File: config.mk
export PLATFORM = sky130hd
export DESIGN_NAME = cordic_phase_gen
export DESIGN_NICKNAME = d
export VERILOG_FILES = /design/src/rtl/cordic_phase_gen.sv
export SDC_FILE = /design/constraint.sdc
export NUM_CORES = 1
export LEC_CHECK = 0
export BUFFER_PORTS_ARGS = -buffer_cell sky130_fd_sc_hd__clkbuf_2
export CAP_MARGIN = 20
export CORE_ASPECT_RATIO = 0.5
export CORE_MARGIN = 8
export CORE_UTILIZATION = 60
export DETAILED_ROUTE_END_ITERATION = 8
export MAX_ROUTING_LAYER = met4
export PLACE_DENSITY = 0.79
export SETUP_SLACK_MARGIN = 0.4
export SLEW_MARGIN = 20
export SYNTH_ARGS = -nofsm -noshare
export SYNTH_HDL_FRONTEND = slang
export SYNTH_SLANG_ARGS = --single-unit
File: constraint.sdc
create_clock -name clk -period 4.49 [get_ports clk]
set_clock_uncertainty 0.15 [all_clocks]
set_input_delay 0.6735 -clock clk [delete_from_list [all_inputs] [get_ports clk]]
set_output_delay 0.6735 -clock clk [all_outputs]
set_load 0.05 [all_outputs]
File: src/rtl/cordic_phase_gen.sv
// cordic_phase_gen: phase-accumulator front end for the iterative CORDIC core.
// Holds a 16-bit full-circle phase. Each issued sample carries two fields:
//   - angle: the phase folded to a first-quadrant Q2.6 angle (0..100).
//   - quadrant: the 2-bit tag phase[15:14].
// Samples are paced so that at least ISSUE_PERIOD cycles pass between an
// issue (or acceptance) and the next angle_valid.
// Optional feature: define CORDIC_PHASE_DITHER_EN to add 6-bit LFSR dither
// to the fraction before scaling. With the macro undefined, no LFSR exists.
//
// Handshake: a sample transfers on a rising edge where angle_valid and
// angle_ready are both high. Once angle_valid rises, angle, quadrant and
// angle_valid stay constant until that transfer, whatever enable or load do.
// angle_ready never reaches an output combinationally.
module cordic_phase_gen #(
  parameter int ISSUE_PERIOD = 12
) (
  input  logic        clk,
  input  logic        rst,
  input  logic        enable,
  input  logic        load,
  input  logic [15:0] phase_init,
  input  logic [15:0] freq_word,
  output logic [7:0]  angle,
  output logic [1:0]  quadrant,
  output logic        angle_valid,
  input  logic        angle_ready,
  output logic        busy
);

  typedef enum logic [1:0] {
    S_IDLE    = 2'd0,
    S_COUNT   = 2'd1,
    S_PRESENT = 2'd2
  } state_t;

  localparam logic [7:0] CNT_RELOAD = 8'(ISSUE_PERIOD - 1);

  state_t      state;
  logic [7:0]  cnt;
  logic [15:0] phase;
  logic [13:0] frac;
  logic [7:0]  angle_next;
  logic        accept;

  assign accept = angle_valid && angle_ready;

`ifdef CORDIC_PHASE_DITHER_EN
  logic [7:0]  lfsr;
  logic [14:0] frac_sum;

  // Dithered fraction, saturated at the top of the quadrant
  always_comb begin
    frac_sum = {1'b0, phase[13:0]} + {9'd0, lfsr[5:0]};
    frac     = frac_sum[14] ? 14'h3FFF : frac_sum[13:0];
  end

  // Fibonacci LFSR x^8+x^6+x^5+x^4+1, advanced once per accepted sample
  always_ff @(posedge clk or posedge rst) begin
    if (rst) begin
      lfsr <= 8'hA5;
    end else if (accept) begin
      lfsr <= {lfsr[6:0], lfsr[7] ^ lfsr[5] ^ lfsr[4] ^ lfsr[3]};
    end
  end
`else
  assign frac = phase[13:0];
`endif

  // Scale the 14-bit fraction to Q2.6 radians: (f * 201) >> 15, max 100
  assign angle_next = 8'(({8'd0, frac} * 22'd201) >> 15);

  assign busy = (state != S_IDLE);

  // Issue pacing FSM, phase accumulator and registered sample outputs
  always_ff @(posedge clk or posedge rst) begin
    if (rst) begin
      state       <= S_IDLE;
      cnt         <= 8'd0;
      phase       <= 16'd0;
      angle       <= 8'd0;
      quadrant    <= 2'd0;
      angle_valid <= 1'b0;
    end else begin
      case (state)
        S_IDLE: begin
          if (load) begin
            phase <= phase_init;
          end
          if (enable) begin
            state <= S_COUNT;
            cnt   <= CNT_RELOAD;
          end
        end
        S_COUNT: begin
          // A load at the issuing edge lands in the accumulator; the
          // sample itself is taken from the phase held before the edge.
          if (load) begin
            phase <= phase_init;
          end
          if (!enable) begin
            state <= S_IDLE;
          end else if (cnt == 8'd0) begin
            state       <= S_PRESENT;
            angle       <= angle_next;
            quadrant    <= phase[15:14];
            angle_valid <= 1'b1;
          end else begin
            cnt <= cnt - 8'd1;
          end
        end
        S_PRESENT: begin
          if (accept) begin
            phase       <= phase + freq_word;
            angle_valid <= 1'b0;
            if (enable) begin
              state <= S_COUNT;
              cnt   <= CNT_RELOAD;
            end else begin
              state <= S_IDLE;
            end
          end
        end
        default: begin
          state       <= S_IDLE;
          angle_valid <= 1'b0;
        end
      endcase
    end
  end

endmodule

# Word-level counts from Yosys, hierarchy flattened
# Index checks and enable logic that the tools add are counted.
[word_totals]
wordCells = 49
ff_bits = 36
inputBits = 37
output_inout_bits = 12
[op_classes]
add_sub_neg = 2
n_reduce_logical = 12
n_mux = 18
bitwise_logic = 1
n_eq_ne = 9
mul = 1
[op_table]
columns = ["operator", "count"]
rows = [
  ["two-way mux 16 bit", 2],
  ["two-way mux 8 bit", 4],
  ["one-hot mux 16 bit (2 select lines)", 1],
  ["one-hot mux 8 bit (3 select lines)", 1],
  ["multiplier 14 x 8 -> 22 bit (second input constant)", 1],
  ["adder 16 bit", 1],
  ["!= test 2 bit (second input constant)", 5],
  ["AND reduction 3 bit", 3],
  ["zero test 8 bit", 1],
  ["two-way mux 2 bit", 4],
  ["AND reduction 4 bit", 2],
  ["subtractor 8 x 1 -> 8 bit (second input constant)", 1],
  ["one-hot mux 2 bit (3 select lines)", 1],
  ["two-way mux 1 bit", 4],
  ["nonzero test 2 bit", 2],
  ["!= test 3 bit (second input constant)", 1],
  ["one-hot mux 1 bit (3 select lines)", 1],
  ["nonzero test 3 bit", 1],
  ["== test 2 x 1 -> 1 bit (second input constant)", 1],
  ["== test 2 bit (second input constant)", 1],
  ["zero test 2 bit", 1],
  ["!= test 2 x 1 -> 1 bit (second input constant)", 1],
  ["OR reduction 2 bit", 1],
  ["logical AND 1 bit", 1],
  ["inverter 1 bit", 1],
]

# Depth between registers and ports, before layout
# Gate-level depths: netlist (run 1).
[depth]
ltp_word = 4
mapped_depth = 14
ltp_nobuf = 14

# Worst setup path before layout (run 1)
# Ideal clock, no wire load.
[synth_timing]
path_type = "register -> register"
from = "register phase[3]"
to = "register angle[5]"
path_slack_ns = 0.753
setup_ns = 0.135
path_stages_with_launch = 13
t_required_ns = 4.205
path_buffers = 0
arrival_time_ns = 3.452
period_less_slack_ns = 3.737
path_cell_list = "dfrtp_1 ha_1 fa_1 fa_1 ha_1 ha_1 a211oi_1 o21ai_0 o2111ai_1 nand3_1 a21boi_0 mux2i_1 o311ai_1"
[synth_via]
elab_chain_cells = 1
[synth_lines]
columns = ["item", "line", "source"]
rows = [
  ["start: declaration", "40", "logic [15:0] phase;"],
  ["start signal: assignment", "87", "phase <= phase_init;"],
  ["start signal: assignment", "98", "phase <= phase_init;"],
  ["start signal: assignment", "113", "phase <= phase + freq_word;"],
  ["multiplier 14 x 8 -> 22 bit", "70", "assign angle_next = 8'(({8'd0, frac} * 22'd201) >> 15);"],
  ["end signal: assignment", "104", "angle <= angle_next;"],
  ["end: declaration", "23", "output logic [7:0] angle,"],
]
# Every way passes these cells.
# A chain may end at the register's enable or synchronous reset.

# Final worst setup path (run 1)
[layout_timing]
from = "register phase[6]"
to = "register angle[5]"
# The elaborated chain is that of the path after synthesis.

==> results of run 1 <==
## worst register-to-register path, stage by stage (launching register included)
cell and delay, ns:
dfrtp_1 0.46, ha_1 0.35, fa_1 0.48, fa_1 0.41, ha_1 0.29, ha_1 0.36
a211oi_1 0.25, o21ai_0 0.15, o2111ai_1 0.15, nand3_2 0.17, a21boi_2 0.23, mux2i_1 0.23
o311ai_1 0.12
## metrics by stage
stage | hold WS, ns | instances | util | worst slack, ns
after floorplan | 0.356 | 421 | - | 0.753
after global placement | 0.315 | 546 | 0.679 | 0.522
after detailed placement | 0.329 | 546 | 0.679 | 0.371
after CTS | 0.338 | 554 | 0.706 | 0.479
after global routing | 0.373 | 554 | 0.707 | 0.406
final | 0.321 | 554 | 0.707 | 0.543
## state kept, by name (all words and copies together) (netlist names)
signal and cells:
phase 16, cnt 8, angle 7, state 2
quadrant 2, angle_valid 1
## cell type report
class	instances	share of cell area
multi-input cells	337	0.640
flip-flops and latches	36	0.208
repair buffers	49	0.0577
inverters	36	0.0312
clock buffers	6	0.0297
well taps	88	0.0254
clock inverters	2	0.00808
## kinds of logic (layout without fill, tap and decap cells)
logic type | count (synthesis) | after routing
flip-flops | 36 | 36
multiplexers | 2 | 2
buffers and inverters | 48 | 93
XOR/XNOR | 22 | 22
adder cells (fa/ha/maj) | 93 | 93
AND/OR/NAND/NOR | 103 | 103
other | 1 | 1
AO/OA/AOI/OAI | 116 | 116
## path summary, 6_finish.rpt
path / to / slack, ns
max: angle[5]$_DFFE_PP0P_ / 0.54
min: cnt[0]$_DFFE_PP0P_ / 0.32
max reg2reg: angle[5]$_DFFE_PP0P_ / 0.54
min reg2reg: angle[1]$_DFFE_PP0P_ / 0.34
max in group asynchronous: phase[0]$_DFFE_PP0P_ / 3.54
min in group clk: angle[1]$_DFFE_PP0P_ / 0.34
## routing by layer
| metal | global-route usage | vias up | part of all wire |
|---|---|---|---|
| li1 | - | 1598 | - |
| met1 | 0.255 | 1471 | 0.48 |
| met2 | 0.335 | 72 | 0.46 |
| met3 | 0.0503 | 12 | 0.056 |
| met4 | 0.0434 | 0 | 0.0078 |
| met5 | - | - | 0 |
## cells in the final DEF, fill, tap and decap left out, types with 2 or more instances in the layout
cell type / count
a211oi_1: 6
a21o_1: 16
a21oi_1: 42
a31oi_1: 5
and2_1: 2
and3_1: 7
buf_4: 2
clkbuf_16: 5
clkbuf_2: 47
dfrtp_1: 36
fa_1: 17
ha_1: 76
inv_1: 35
nand2_1: 32
nand2b_1: 5
nand3_1: 5
nand4_1: 4
nor2_1: 25
nor2b_1: 5
nor3_1: 6
nor3b_1: 2
nor4b_1: 2
o211ai_1: 4
o21a_1: 6
o21ai_0: 15
o21ai_1: 4
o32ai_1: 2
or3_1: 2
or4_4: 2
xnor2_1: 15
xor2_1: 7
## report_power, final
group | internal, W | switching [W] | total, W | leakage [nW]
clock | 0.000261 | 0.000139 | 0.000401 | 0.0808
sequential | 0.000351 | 0.0000373 | 0.000388 | 0.440
combinational | 0.000466 | 0.000582 | 0.00105 | 1.71
total | 0.00108 | 0.000759 | 0.00184 | 2.23
## repair_timing
| action | CTS | global route |
|---|---|---|
| hold endpoints to repair | 0 | 0 |
| setup buffers | 0 | 0 |
| resized for setup | 1 | 2 |
| setup endpoints to repair | 1 | 1 |
==> impl_metrics.toml, run 1 <==
[power]
power_w = 0.00184
leakagePower_nw = 2.23
p_per_area_nw_per_um2 = 424
ir_worst_vdd_uv = 245

[critical_path]
path_buf_inv = 0
cpLargestDelayFamily = "adder cells"
cp_common_cell = "ha_1"
cp.depth = 12
cp-end-kind = "register"
cp_max_fo = 6
crit_start = "phase[6]$_DFFE_PP0P_"
critPathLaunchType = "register"
crit_type = "reg -> reg"
rr_startpoint = "phase[6]$_DFFE_PP0P_"
crit_chain = "ha_1 > fa_1 > fa_1 > ha_1 > ha_1 > a211oi_1 > o21ai_0 > o2111ai_1 > nand3_2 > a21boi_2 > mux2i_1 > o311ai_1"
slowest_stage = "fa_1"
rr_worst_depth = 12
required_ns = 4.48
slowest_delay_ns = 0.48
cp_data_arrival_time_ns = 3.93

[global_route]
grt_max_degree = 37
grt_pass1_vias = 3284
overflow = 0
antenna_found_initial = 0
grt_pass1_wl_um = 15200
grt.total_usage = 0.205

[route]
vias = 3153
drtAntennaViolNets = 0
drc = 0
viasPerCell = 5.69
drt-pass1-iter-count = 4
wirelength_um = 8920
drt_iter0_markers = 218
detail_route.wl_per_cell_um = 16.1

[sta]
hold_viol = 0
setup_violations = 0
finalCritPeriodShare = 0.879
maxSlewHeadroom = 0.475
fmax_mhz = 253
rsz0062_at_grt = "false"
finalCriticalPeriod_ns = 3.95
tightestPinTransition_ns = 0.786
slew_violations = 0
setup-tns-final_ns = 0

[yosys]
synth_warnings = 0
ys_seq_area_frac = 0.233
syn_inst = 421
synth_mux_area_frac = 0.00648
netlist_area_um2 = 3860
synth_common_cells = "76 x ha_1, 42 x a21oi_1, 36 x dfrtp_1"
synth_nets = 551
synth_xor_xnor_area_share = 0.0499
synth_edf_count = 0
yosys-top-cells-area = "ha_1 25%, dfrtp_1 23%, fa_1 8.8%, a21oi_1 5.4%, inv_1 3.4%"
synth_top_family_by_area = "adder cells"
synth_most_common_cell = "ha_1"
synth_compound_area_frac = 0.193
synthArstFlopShare = 1.00
yosys.area_share.simple = 0.132
ys_seq_elements = 36
synthAdderAreaFrac = 0.335
synth_top_area_frac = 0.246
yosysTopAreaCell = "ha_1"
ys_types = 56
yosys_most_used_dff = "dfrtp_1"
syn_area_per_cell_um2 = 9.17

[die]
dieArea_um2 = 9410
die_w_um = 129
ioPinCount = 49
std_cell_rows = 20
initial_core_util = 0.630
core-area_um2 = 6130
die_y_um = 72.7

[clocking]
clock_sinks = 36
clk_pin_slew_ns = 0.06
cts_tree = "yes"
cts_hold_buffers = 0
cts_buffer_depth = 2
cts-buffers-inserted = 5
clock_latency_ns = 0.29
htreeDepth = 2
cts_root_buf = "clkbuf_16"

[placement]
placed_area_um2 = 4160
portBuffers = 47
gp_congestion = 0.905
hpwl_um = 7260

[job]
max-cap-violations = 0

[layout]
seqCellArea_um2 = 901
multi_input_area_um2 = 2770
design_area_um2 = 4330
diodes = 0
nets = 595
drive_above_1_share = 0.139
area_growth_pct = 12.3
final.fill_count = 510

[min_path]
hp-class = "in -> async"

[outcome]
outcome = "finished clean"
Note: power is estimated with default switching activity, not from simulation.
==> run 2, diff against run 1 <==
Settings changed: BUFFER_PORTS_ARGS -buffer_cell sky130_fd_sc_hd__clkbuf_2 to default, CORE_UTILIZATION 60 to 65, DONT_BUFFER_PORTS from default to 1, PLACE_DENSITY 0.79 to 0.78, RECOVER_POWER from default to 100.
==> run 2 against run 1 <==
  * The flow now finishes with violations (max-capacitance violations, max-slew violations)
  * First-iteration DRC count fell by 12%
  * Global-route usage up 0.92 points
  * Final cell count shrank 11%
  * Hold slack improved by 0.071 ns
  * Utilization up 1.7 points
  * Critical path depth grew 2
  * Sequential power grew 7.2%
  * Maximum frequency shrank 1.5%
  * Sequential share of layout area grew 1.4 points
  * Non-clock buffer count is 46 lower
  * Critical endpoint unchanged
  * Largest cell class unchanged
==> impl_metrics.toml, run 2 (synthesis gave the netlist of run 1 again) <==
[outcome]
outcome = "finished, violations left"
violations = "max-capacitance violations, max-slew violations"

[layout]
area_growth_pct = 5.15
nets = 549
final_cell_mix = "76 x ha_1, 42 x a21oi_1, 36 x dfrtp_1"
largest_reg_flops = 16
final_common_cell = "ha_1"
design_area_um2 = 4060
fin_util = 0.723
regMostFlops = "phase"
reg_top3 = "phase: 16 flops, cnt: 8 flops, angle: 7 flops"
drive_above_1_share = 0.0262
final_cells = 494

[sta]
finalCriticalPeriod_ns = 4.01
setup_violations = 0
maxSlewHeadroom = -0.333
fmax_mhz = 250
hold_ws_ns = 0.392
setup-tns-final_ns = 0
tightestPinTransition_ns = 2.00
slew_violations = 37
hold_viol = 0
finalCritPeriodShare = 0.893
rsz0062_at_grt = "false"

[route]
drc = 0
vias = 3045
drt-pass1-iter-count = 4
drtAntennaViolNets = 0
drt_iter0_markers = 191
detail_route.wl_per_cell_um = 18.1
viasPerCell = 6.16
wirelength_um = 8950

[placement]
portBuffers = 0
placed_area_um2 = 3920
dp_cells = 485
gp_congestion = 0.935
hpwl_um = 7240

[min_path]
hp-class = "in -> reg"

[die]
initial_core_util = 0.688
ioPinCount = 49
std_cell_rows = 19
dieArea_um2 = 8810
core-area_um2 = 5610
die_w_um = 125
die_y_um = 70.5

[clocking]
cts-buffers-inserted = 5
cts_buffer_depth = 2
cts_root_buf = "clkbuf_16"
clk_pin_slew_ns = 0.06
clock_sinks = 36
htreeDepth = 2
clock_latency_ns = 0.29
cts_tree = "yes"
cts_hold_buffers = 0

[global_route]
overflow = 0
grt_pass1_vias = 3066
grt_pass1_wl_um = 14800
antenna_found_initial = 1
grt_max_degree = 37
grt.total_usage = 0.215

[critical_path]
crit_chain = "ha_1 > inv_1 > fa_1 > inv_1 > ha_1 > ha_1 > ha_1 > a211oi_1 > o21ai_0 > o2111ai_1 > nand3_1 > a21boi_2 > mux2i_1 > o311ai_0"
slowest_delay_ns = 0.50
cp-end-kind = "register"
cp_data_arrival_time_ns = 3.98
crit_type = "reg -> reg"
cp_max_fo = 6
slowest_stage = "fa_1"
critPathLaunchType = "register"
cpLargestDelayFamily = "adder cells"
required_ns = 4.47
path_buf_inv = 2
cp_common_cell = "ha_1"

[power]
leakagePower_nw = 2.01
ir_worst_vdd_uv = 264
p_per_area_nw_per_um2 = 450

[job]
max-cap-violations = 1
run 2: cell types whose count changed in the layout (fill, tap and decap cells not counted), sizes merged:
| cell | delta |
|---|---|
| diode | +1 |
| clkinvlp | +1 |
| clkinv | +1 |
| buf | -1 |
| clkbuf | -46 |
| inv | -1 |
run 2: worst reg2reg max path, cell delays in order, from the launching register on:
cell       delay [ns]
dfrtp_1          0.49
ha_1             0.33
inv_1            0.05
fa_1             0.50
inv_1            0.05
ha_1             0.30
ha_1             0.30
ha_1             0.36
a211oi_1         0.24
o21ai_0          0.12
o2111ai_1        0.11
nand3_1          0.22
a21boi_2         0.25
mux2i_1          0.21
o311ai_0         0.15
run 2: what timing repair did:
action,4_1_cts,5_1_grt
endpoints found under the setup margin,1,4
gates resized for setup,1,2
setup buffers,0,0
pin swaps,0,0
run 2: path summary, 6_finish.rpt:
check	to	cells past startpoint	slack, ns	startpoint
setup / recovery	angle[5]$_DFFE_PP0P_	14	0.48	phase[8]$_DFFE_PP0P_
hold / removal	phase[0]$_DFFE_PP0P_	2	0.39	phase_init[0]
setup reg to reg	angle[5]$_DFFE_PP0P_	14	0.48	phase[8]$_DFFE_PP0P_
hold reg to reg	quadrant[0]$_DFFE_PP0P_	1	0.41	phase[14]$_DFFE_PP0P_
max in group asynchronous	phase[1]$_DFFE_PP0P_	2	2.19	rst
min in group asynchronous	angle[2]$_DFFE_PP0P_	2	0.85	rst
run 2: cell type report:
class,count,area [um2]
multi-input combinational,337,2750
fill,431,1550
sequential,36,901
inverter,36,135
clock buffer,5,125
tap,73,91.3
clock inverter,3,42.5
timing repair buffer,3,15.0
antenna,1,2.50
run 2: metrics by stage:
stage	power (W)	setup slack [ns]
after floorplan	0.00119	0.753
after global placement	0.00136	0.551
after detailed placement	0.00141	0.425
after CTS	0.00184	0.481
after global routing	0.00198	0.306
final	0.00183	0.483
run 2: power by group:
group	internal, W	switching (W)	total (W)
clock	0.000261	0.000141	0.000402
sequential	0.000350	0.0000658	0.000416
combinational	0.000451	0.000556	0.00101
run 2: layer usage:
metal	vias up	part of all wire	GRT usage
met5	-	0	-
li1	1501	-	-
met1	1460	0.45	0.252
met3	12	0.073	0.0742
met4	0	0.013	0.0695
met2	72	0.46	0.341
